<file path="config.mk">
export PLATFORM = sky130hd
export DESIGN_NAME = pc_unit
export DESIGN_NICKNAME = d
export VERILOG_FILES = /design/src/rtl/pc_pkg.sv /design/src/rtl/pc_ras.sv /design/src/rtl/pc_unit.sv
export SDC_FILE = /design/constraint.sdc
export NUM_CORES = 1
export LEC_CHECK = 0
export ABC_AREA = 1
export CORE_ASPECT_RATIO = 2
export CORE_UTILIZATION = 25
export DETAILED_ROUTE_END_ITERATION = 6
export PLACE_DENSITY = 0.62
export REMOVE_ABC_BUFFERS = 1
export SETUP_SLACK_MARGIN = 0.15
export SLEW_MARGIN = 20
export SYNTH_ARGS = -nofsm -noshare
export SYNTH_HDL_FRONTEND = slang
export SYNTH_SLANG_ARGS = --single-unit
</file>
<file path="constraint.sdc">
create_clock -name clk -period 2 [get_ports clk]
set_input_delay 0.6 -clock clk [delete_from_list [all_inputs] [get_ports clk]]
set_output_delay 0.6 -clock clk [all_outputs]
set_load 0.005 [all_outputs]
</file>
<file path="src/rtl/pc_pkg.sv">
// pc_pkg: shared types and constants for the fetch-address unit.
//   next_pc_sel_e : source chosen for the next fetch PC
//   INSTR_BYTES   : size of one instruction, used for the sequential increment
package pc_pkg;

    localparam int unsigned INSTR_BYTES = 4;

    typedef enum logic [2:0] {
        SEL_SEQ,
        SEL_HOLD,
        SEL_RET,
        SEL_REDIR,
        SEL_TRAP,
        SEL_RESET
    } next_pc_sel_e;

endpackage

</file>
<file path="src/rtl/pc_ras.sv">
// pc_ras: circular return-address stack.
//   clk, reset   : clock, synchronous active-high reset (clears count/pointer)
//   clear        : drop all entries (count -> 0)
//   push         : write push_data as the new top
//   pop          : discard the top (ignored when empty)
//   push+pop     : top replaced by push_data, count unchanged (empty -> plain push)
//   top          : current top entry
//   count        : number of valid entries, saturates at DEPTH
// Overflow wraps the pointer and overwrites the oldest entry.
module pc_ras #(
    parameter int unsigned XLEN  = 64,
    parameter int unsigned DEPTH = 4
) (
    input  logic                       clk,
    input  logic                       reset,
    input  logic                       clear,
    input  logic                       push,
    input  logic                       pop,
    input  logic [XLEN-1:0]            push_data,
    output logic [XLEN-1:0]            top,
    output logic [$clog2(DEPTH):0]     count
);

    localparam int unsigned PW = $clog2(DEPTH);
    localparam int unsigned CW = PW + 1;
    localparam logic [CW-1:0] DepthCnt = CW'(DEPTH);

    logic [PW-1:0]   ptr_q, ptr_d;
    logic [CW-1:0]   count_q, count_d;
    logic [XLEN-1:0] mem_q [DEPTH];
    logic            wr_en;
    logic [PW-1:0]   wr_idx;
    logic            pop_eff;

    always_comb begin
        pop_eff = pop && (count_q != '0);
        ptr_d   = ptr_q;
        count_d = count_q;
        wr_en   = 1'b0;
        wr_idx  = ptr_q;
        if (clear) begin
            count_d = '0;
        end else if (pop_eff && push) begin
            // Pop then push lands on the same slot: overwrite in place.
            wr_en = 1'b1;
        end else if (push) begin
            ptr_d  = ptr_q + 1'b1;
            wr_idx = ptr_q + 1'b1;
            wr_en  = 1'b1;
            if (count_q != DepthCnt) begin
                count_d = count_q + 1'b1;
            end
        end else if (pop_eff) begin
            ptr_d   = ptr_q - 1'b1;
            count_d = count_q - 1'b1;
        end
    end

    always_ff @(posedge clk) begin
        if (reset) begin
            ptr_q   <= '0;
            count_q <= '0;
        end else begin
            ptr_q   <= ptr_d;
            count_q <= count_d;
        end
    end

    // Contents need no reset; only count qualifies them.
    always_ff @(posedge clk) begin
        if (wr_en) begin
            mem_q[wr_idx] <= push_data;
        end
    end

    assign top   = mem_q[ptr_q];
    assign count = count_q;

endmodule

</file>
<file path="src/rtl/pc_unit.sv">
// pc_unit: fetch-address unit at the head of IF.
// Holds the fetch PC and picks the next one by fixed priority:
//   reset > trap > redirect > ret prediction > stall hold > sequential.
// A redirect to a target with nonzero low bits holds the PC and sets the
// sticky misaligned flag, which only reset or a trap clears.
// Optional feature macro: PC_RAS_EN (return-address stack for ret prediction).
// Ports:
//   clk, reset                    : clock, synchronous active-high reset
//   stall                         : hold PC
//   trap_valid, trap_vector       : trap redirect (low bits not checked)
//   redirect_valid, redirect_target : EX-resolved redirect
//   call_valid, call_link         : push return address (PC_RAS_EN only)
//   ret_valid                     : pop/predict return (PC_RAS_EN only)
//   pc_out, pc_plus4              : current fetch PC and PC+4 (wrapping)
//   misaligned                    : sticky misaligned-redirect flag
//   ras_count                     : valid RAS entries (0 without PC_RAS_EN)
module pc_unit
    import pc_pkg::*;
#(
    parameter int unsigned     XLEN         = 64,
    parameter logic [XLEN-1:0] RESET_VECTOR = '0,
    parameter int unsigned     RAS_DEPTH    = 4
) (
    input  logic                        clk,
    input  logic                        reset,
    input  logic                        stall,
    input  logic                        trap_valid,
    input  logic [XLEN-1:0]             trap_vector,
    input  logic                        redirect_valid,
    input  logic [XLEN-1:0]             redirect_target,
    input  logic                        call_valid,
    input  logic [XLEN-1:0]             call_link,
    input  logic                        ret_valid,
    output logic [XLEN-1:0]             pc_out,
    output logic [XLEN-1:0]             pc_plus4,
    output logic                        misaligned,
    output logic [$clog2(RAS_DEPTH):0]  ras_count
);

    logic [XLEN-1:0] pc_q, pc_d;
    logic            misaligned_q, misaligned_d;
    next_pc_sel_e    sel;
    logic            redir_misaligned;
    logic            ret_hit;
    logic [XLEN-1:0] ras_top;

    assign pc_plus4         = pc_q + XLEN'(INSTR_BYTES);
    assign redir_misaligned = redirect_valid && (redirect_target[1:0] != 2'b00);

`ifdef PC_RAS_EN
    logic ras_op_ok;
    logic ras_push;
    logic ras_pop;

    // Stack ops only commit when the instruction in ID is really advancing.
    assign ras_op_ok = !stall && !trap_valid && !redirect_valid;
    assign ras_push  = call_valid && ras_op_ok;
    assign ras_pop   = ret_valid && ras_op_ok;
    assign ret_hit   = ras_pop && (ras_count != '0);

    pc_ras #(
        .XLEN  (XLEN),
        .DEPTH (RAS_DEPTH)
    ) u_pc_ras (
        .clk       (clk),
        .reset     (reset),
        .clear     (trap_valid),
        .push      (ras_push),
        .pop       (ras_pop),
        .push_data (call_link),
        .top       (ras_top),
        .count     (ras_count)
    );
`else
    logic unused_ras_inputs;

    assign unused_ras_inputs = ^{call_valid, ret_valid, call_link};
    assign ret_hit           = 1'b0;
    assign ras_top           = '0;
    assign ras_count         = '0;
`endif

    always_comb begin
        sel = SEL_SEQ;
        if (reset) begin
            sel = SEL_RESET;
        end else if (trap_valid) begin
            sel = SEL_TRAP;
        end else if (redirect_valid) begin
            sel = redir_misaligned ? SEL_HOLD : SEL_REDIR;
        end else if (ret_hit) begin
            sel = SEL_RET;
        end else if (stall) begin
            sel = SEL_HOLD;
        end
    end

    always_comb begin
        pc_d = pc_q;
        unique case (sel)
            SEL_RESET: pc_d = RESET_VECTOR;
            SEL_TRAP:  pc_d = trap_vector;
            SEL_REDIR: pc_d = redirect_target;
            SEL_RET:   pc_d = ras_top;
            SEL_HOLD:  pc_d = pc_q;
            SEL_SEQ:   pc_d = pc_plus4;
            default:   pc_d = pc_q;
        endcase
    end

    always_comb begin
        misaligned_d = misaligned_q;
        if (trap_valid) begin
            misaligned_d = 1'b0;
        end else if (redir_misaligned) begin
            misaligned_d = 1'b1;
        end
    end

    always_ff @(posedge clk) begin
        if (reset) begin
            pc_q         <= RESET_VECTOR;
            misaligned_q <= 1'b0;
        end else begin
            pc_q         <= pc_d;
            misaligned_q <= misaligned_d;
        end
    end

    assign pc_out     = pc_q;
    assign misaligned = misaligned_q;

endmodule

</file>
Word-level counts from Yosys, hierarchy flattened
Index checks and enable logic that the tools add are counted.
- logic and storage cells: 19
- output and inout port bits: 132
- bits in read-only memories: 0
- memories: 0
- bits in writable memories: 0
- bits in latches: 0
- register bits: 65
- input bits: 199
- divide/modulo/power cells: 0
- $add $sub $neg: 1
- multiplexer cells: 6
- shifts and indexed selects: 0
- reductions and logical operators: 6
- eq/ne operators: 4
- $lt $le $gt $ge: 0
- bitwise logic cells: 0
- multipliers: 0
- operators by type and width (operator ; count):
    $pmux 64 s4 ; 1
    $add 64x3->64 const B ; 1
    $eq 3x2->1 const B ; 2
    $eq 3x3->1 const B ; 2
    $mux 3 ; 2
    $mux 2 ; 2
    $reduce_bool 4->1 ; 1
    $reduce_or 2->1 ; 2
    $logic_not 3->1 ; 1
    $reduce_bool 2->1 ; 1
    $logic_and 1x1->1 ; 1
    $mux 1 ; 1

Logic depth before layout (Yosys ltp)
- depth in word-level cells: 9
- gate-level depth with buffers: 11
- mapped depth without buffers: 11

Worst setup path after synthesis
No wires, ideal clock.
- path kind: reg-to-output
- start point: reg pc_q[3] (netlist: pc_out[3])
- end point: out pc_plus4[40]
- data arrival time: 1.455 ns
- cell stages (with the launch flop): 10
- data required time: 1.400 ns
- setup slack: -0.055 ns
- buffers on the path: 0
- cells stage by stage: dfxtp_1 ha_1 nand2_1 nor2_4 nand2_1 nor2_4 nand2_1 nor2_1 nand2_1 and2_1
- longest elaborated chain between the ends: 1
- ends and longest elaborated chain (element ; RTL line ; source):
    start, declared ; pc_unit.sv:40 ; logic [XLEN-1:0] pc_q, pc_d;
    start signal, assigned ; pc_unit.sv:125 ; pc_q <= pc_d;
    $add 64x3->64 ; pc_unit.sv:47 ; assign pc_plus4 = pc_q + XLEN'(INSTR_BYTES);
    end, declared ; pc_unit.sv:35 ; output logic [XLEN-1:0] pc_plus4,
Every way passes these cells.

Worst setup path in the final report
- start point: reg pc_q[2] (netlist: pc_out[2])
- end point: out pc_plus4[54]
Same word-level chain as after synthesis.

==> metrics.log <==
INFO  metric category_of_the_worst_setup_path_capture_point = primary output
INFO  metric post-synth-top-area-cell = sky130_fd_sc_hd__nand2_1
INFO  metric yosysUniqueCellTypes = 36
INFO  metric max_cap_violations = 0
INFO  metric clock_tree_root = sky130_fd_sc_hd__clkbuf_16
INFO  metric grt_start_max_net_pins = 37
INFO  metric area_growth = 121%
INFO  metric synthArstFlopShare = 0
INFO  metric yosys.area.top_type_share = 0.248
INFO  metric cell_with_the_most_instances_after_synthesis = sky130_fd_sc_hd__nand2_1
INFO  metric share_of_synthesized_area_occupied_by_flip_flops_and_latches = 0.243
INFO  metric place_inst = 1606
INFO  metric static-leakage-power = 5.59 nW
INFO  metric antenna_cells = 0
INFO  metric min_from = misaligned
INFO  metric finalWirelength = 30200 um
INFO  metric layout_setup_ws = -0.764 ns
INFO  metric ir_worst_vdd = 0.000305 V
INFO  metric critical_path_class = flip-flop to primary output
INFO  metric clk_path_buf_depth = 2
INFO  metric postRouteAntennaNets = 0
INFO  metric cell_types_with_the_highest_counts_after_synthesis = sky130_fd_sc_hd__nand2_1, sky130_fd_sc_hd__a21oi_1, sky130_fd_sc_hd__nor2_1, sky130_fd_sc_hd__o21ai_0, sky130_fd_sc_hd__dfxtp_1
INFO  metric syn_area = 5350 um^2
INFO  metric placeable_core_region = 20900 um^2
INFO  metric grt.total_usage = 0.258
INFO  metric syn-instance-count = 927
INFO  metric initial_utilization = 0.255
INFO  metric worstPathRequired = 1.40 ns
INFO  metric cpMaxStageDelayCell = sky130_fd_sc_hd__dfxtp_2
INFO  metric final_cell_count_no_fill = 1731
INFO  metric maxSlewViolCount = 0
INFO  metric place.gp.congestion = 0.905
INFO  metric cp_cell_sequence = ha_4 -> nand2_4 -> nor2_4 -> buf_6 -> buf_4 -> buf_6 -> nand3_4 -> nor2_4 -> inv_2 -> o21bai_1 -> and2_1 -> buf_2
INFO  metric period_share = 1.38
INFO  metric r2r_setup_slack = -0.68 ns
INFO  metric synthesis.area_per_instance = 5.77 um^2
INFO  metric holdCritPathClass = flip-flop to flip-flop
INFO  metric io-pin-count = 331
INFO  metric r2r_cells = 23
INFO  metric tritoncts_num_sinks = 65
INFO  metric fillerInstances = 1992
INFO  metric crit_path_start_kind = flip-flop
INFO  metric clk_pin_slew_worst_paths = 0.06 ns
INFO  metric first_pass_grt_wire_length = 43100 um
INFO  metric rsz0062_at_grt = yes
INFO  metric ys.flop_type = sky130_fd_sc_hd__dfxtp_1
INFO  metric critPathTopFamily = simple AND/OR/NAND/NOR gates
INFO  metric drive_gt1_frac = 0.420
INFO  metric synthTopCellsByArea = sky130_fd_sc_hd__nand2_1, sky130_fd_sc_hd__dfxtp_1, sky130_fd_sc_hd__a21oi_1
INFO  metric firstDrtPassIters = 4
INFO  metric rows = 75
INFO  metric critical_path.max_fanout = 3
INFO  metric critical-path-max-stage-delay = 0.35 ns
INFO  metric layout_min_cycle_time = 2.76 ns
INFO  metric violations = negative setup slack
INFO  metric place.detailed.hpwl = 21400 um
INFO  metric port-buffer-count = 261
INFO  metric dr_total_vias = 8325
INFO  metric synth-edff-count = 0
INFO  metric number_of_warnings_issued_by_yosys = 0
INFO  metric max_freq = 362 MHz
INFO  metric buf_inv_on_cp = 5
INFO  metric power.density_cell_area = 400 nW/um^2
INFO  metric hold_end = misaligned
INFO  metric numCtsBuffers = 9
INFO  metric fp.dieW = 105 um
INFO  metric grt_antenna_before_repair = 0
INFO  metric fin_worst_skew = 0.0113 ns
INFO  metric route.detailed.drc = 0
INFO  metric finalCoreUtilization = 0.565
INFO  metric cts-htree-levels = 3
INFO  metric chipHeight = 209 um
INFO  metric fp.dieArea = 22000 um^2
INFO  metric via_per_inst = 4.81
INFO  metric drt_first_iter_violations = 337
INFO  metric hold_viol_final = 0
INFO  metric status = finished with violations
INFO  metric worst_ep_arrival_time = 2.16 ns
INFO  metric grt_pass1_vias = 8205
INFO  metric nets = 1657
INFO  metric worstReg2RegEnd = pc_out[40]
INFO  metric synth.ff_latch_count = 65
INFO  metric wire_per_inst = 17.4 um
INFO  metric timing.final.setup_violations = 64
INFO  metric min_delay_path_depth = 1
INFO  metric cts_tree = yes
INFO  metric launching_instance_or_port_of_the_critical_path = pc_out[2]
INFO  metric timing.rr.start = pc_out[11]
INFO  metric grt_residual_overflow = 0
INFO  metric clkLatencyLatePin = 0.35 ns
-- where the power goes --
group | total [mW] | internal (mW) | switching (mW)
combinational | 1.69 | 0.962 | 0.732
sequential | 1.51 | 1.40 | 0.106
clock | 1.53 | 0.902 | 0.624
total | 4.73 | 3.27 | 1.46
-- flip-flops by register name (all words and copies together), names as in the netlist --
name and count:
pc_out 64, misaligned 1
-- kinds of logic (layout without fill, tap and decap cells) --
kind of cell    after synthesis  in the layout  share of synthesized area
other cells                   1              3                   0.000701
fa+ha+maj                     1              1                    0.00234
compound gates              187            187                      0.180
simple gates                546            546                      0.436
xor+xnor                     29             29                     0.0503
mux                           4              4                    0.00749
buf+inv                      94            627                     0.0793
flops                        65             65                      0.243
-- placed cells by master (no fill, tap or decap), types with 4 or more instances in the layout --
cell type / Yosys / final
sky130_fd_sc_hd__xor2_4: 0 / 4
sky130_fd_sc_hd__clkdlybuf4s50_1: 0 / 130
sky130_fd_sc_hd__nand3_1: 35 / 31
sky130_fd_sc_hd__dfxtp_2: 0 / 42
sky130_fd_sc_hd__mux2i_1: 4 / 4
sky130_fd_sc_hd__buf_2: 1 / 47
sky130_fd_sc_hd__o21ai_0: 68 / 54
sky130_fd_sc_hd__dlygate4sd2_1: 0 / 64
sky130_fd_sc_hd__o21ai_1: 4 / 8
sky130_fd_sc_hd__o21ai_2: 0 / 8
sky130_fd_sc_hd__buf_6: 6 / 64
sky130_fd_sc_hd__nor2_1: 100 / 61
sky130_fd_sc_hd__xor2_2: 1 / 8
sky130_fd_sc_hd__clkbuf_16: 0 / 12
sky130_fd_sc_hd__clkbuf_2: 0 / 4
sky130_fd_sc_hd__xnor2_2: 1 / 8
sky130_fd_sc_hd__dlymetal6s2s_1: 0 / 7
sky130_fd_sc_hd__buf_16: 0 / 4
sky130_fd_sc_hd__a21oi_2: 0 / 29
sky130_fd_sc_hd__nand3b_1: 4 / 4
sky130_fd_sc_hd__nand2_1: 353 / 318
sky130_fd_sc_hd__and2_1: 15 / 12
sky130_fd_sc_hd__nand2_2: 8 / 27
sky130_fd_sc_hd__inv_2: 3 / 7
sky130_fd_sc_hd__nand2_4: 1 / 14
sky130_fd_sc_hd__buf_12: 0 / 12
sky130_fd_sc_hd__dfxtp_4: 0 / 13
sky130_fd_sc_hd__o21bai_1: 5 / 5
sky130_fd_sc_hd__dfxtp_1: 65 / 10
sky130_fd_sc_hd__nand4_1: 8 / 8
sky130_fd_sc_hd__nor2_2: 8 / 32
sky130_fd_sc_hd__xnor2_4: 0 / 9
sky130_fd_sc_hd__a21oi_1: 106 / 77
sky130_fd_sc_hd__buf_4: 6 / 218
sky130_fd_sc_hd__nor2_4: 8 / 23
sky130_fd_sc_hd__inv_1: 49 / 44
-- layer usage --
layer / GRT usage / vias up / wire, um
met5: 0 / - / 0
met1: 0.246 / 3856 / 10600
met2: 0.496 / 331 / 16200
li1: - / 4031 / -
met4: 0.183 / 0 / 2230
met3: 0.0356 / 107 / 1230
-- what timing repair did --
item	4_1_cts	5_1_grt
endpoints found under the hold margin	0	0
hold buffers	0	0
resized for setup	502	156
cloned	3	3
pin swaps	81	71
setup endpoints to repair	185	117
setup buffers	79	25
-- worst reg2reg max path, cell delays in order, from the launching register on --
cell and delay (ns):
sky130_fd_sc_hd__dfxtp_2 0.36, sky130_fd_sc_hd__nand2_2 0.09, sky130_fd_sc_hd__buf_4 0.15, sky130_fd_sc_hd__nor2_2 0.15, sky130_fd_sc_hd__nand2_2 0.08, sky130_fd_sc_hd__nor2_4 0.19
sky130_fd_sc_hd__nand2_4 0.09, sky130_fd_sc_hd__o21bai_1 0.16, sky130_fd_sc_hd__buf_4 0.14, sky130_fd_sc_hd__buf_6 0.09, sky130_fd_sc_hd__buf_6 0.08, sky130_fd_sc_hd__buf_6 0.08
sky130_fd_sc_hd__buf_6 0.08, sky130_fd_sc_hd__buf_6 0.08, sky130_fd_sc_hd__buf_6 0.08, sky130_fd_sc_hd__buf_6 0.08, sky130_fd_sc_hd__buf_6 0.08, sky130_fd_sc_hd__buf_6 0.08
sky130_fd_sc_hd__buf_6 0.08, sky130_fd_sc_hd__buf_6 0.08, sky130_fd_sc_hd__buf_6 0.08, sky130_fd_sc_hd__buf_6 0.08, sky130_fd_sc_hd__nand3_2 0.04, sky130_fd_sc_hd__a21oi_1 0.11
-- area by class of cell --
cell class                 count  area, um^2  share of cell area
tap                          269         337              0.0285
clock inverter                 3        15.0             0.00127
inverter                      53         204              0.0173
sequential                    65        1400               0.119
multi-input combinational    770        4560               0.385
clock buffer                  13         260              0.0220
timing repair buffer         558        5050               0.427
-- worst max path at each step --
stage | slack (ns) | depth (start not counted) | to
floorplan | -0.65 | 8 | pc_out[2]
global placement | -0.75 | 8 | pc_plus4[19]
detailed placement | -0.73 | 8 | pc_plus4[19]
CTS | -0.74 | 10 | pc_plus4[59]
global route | -0.82 | 12 | pc_plus4[41]
finish | -0.76 | 12 | pc_plus4[54]
-- through the flow --
step                      TNS [ns]  power (mW)  hold slack, ns  cell area (um^2)  worst slack, ns
after detailed placement    -51.04        3.00           0.454              9590           -0.726
after CTS                   -34.21        4.62           0.467             11000           -0.737
after global placement      -50.23        2.99           0.450              9590           -0.752
after floorplan             -39.47        1.92           0.464              5130           -0.647
final                       -34.85        4.73           0.461             11800           -0.764
after global routing        -39.29        4.93           0.481             11800           -0.820
No activity file was read; power rests on OpenSTA's default activity.
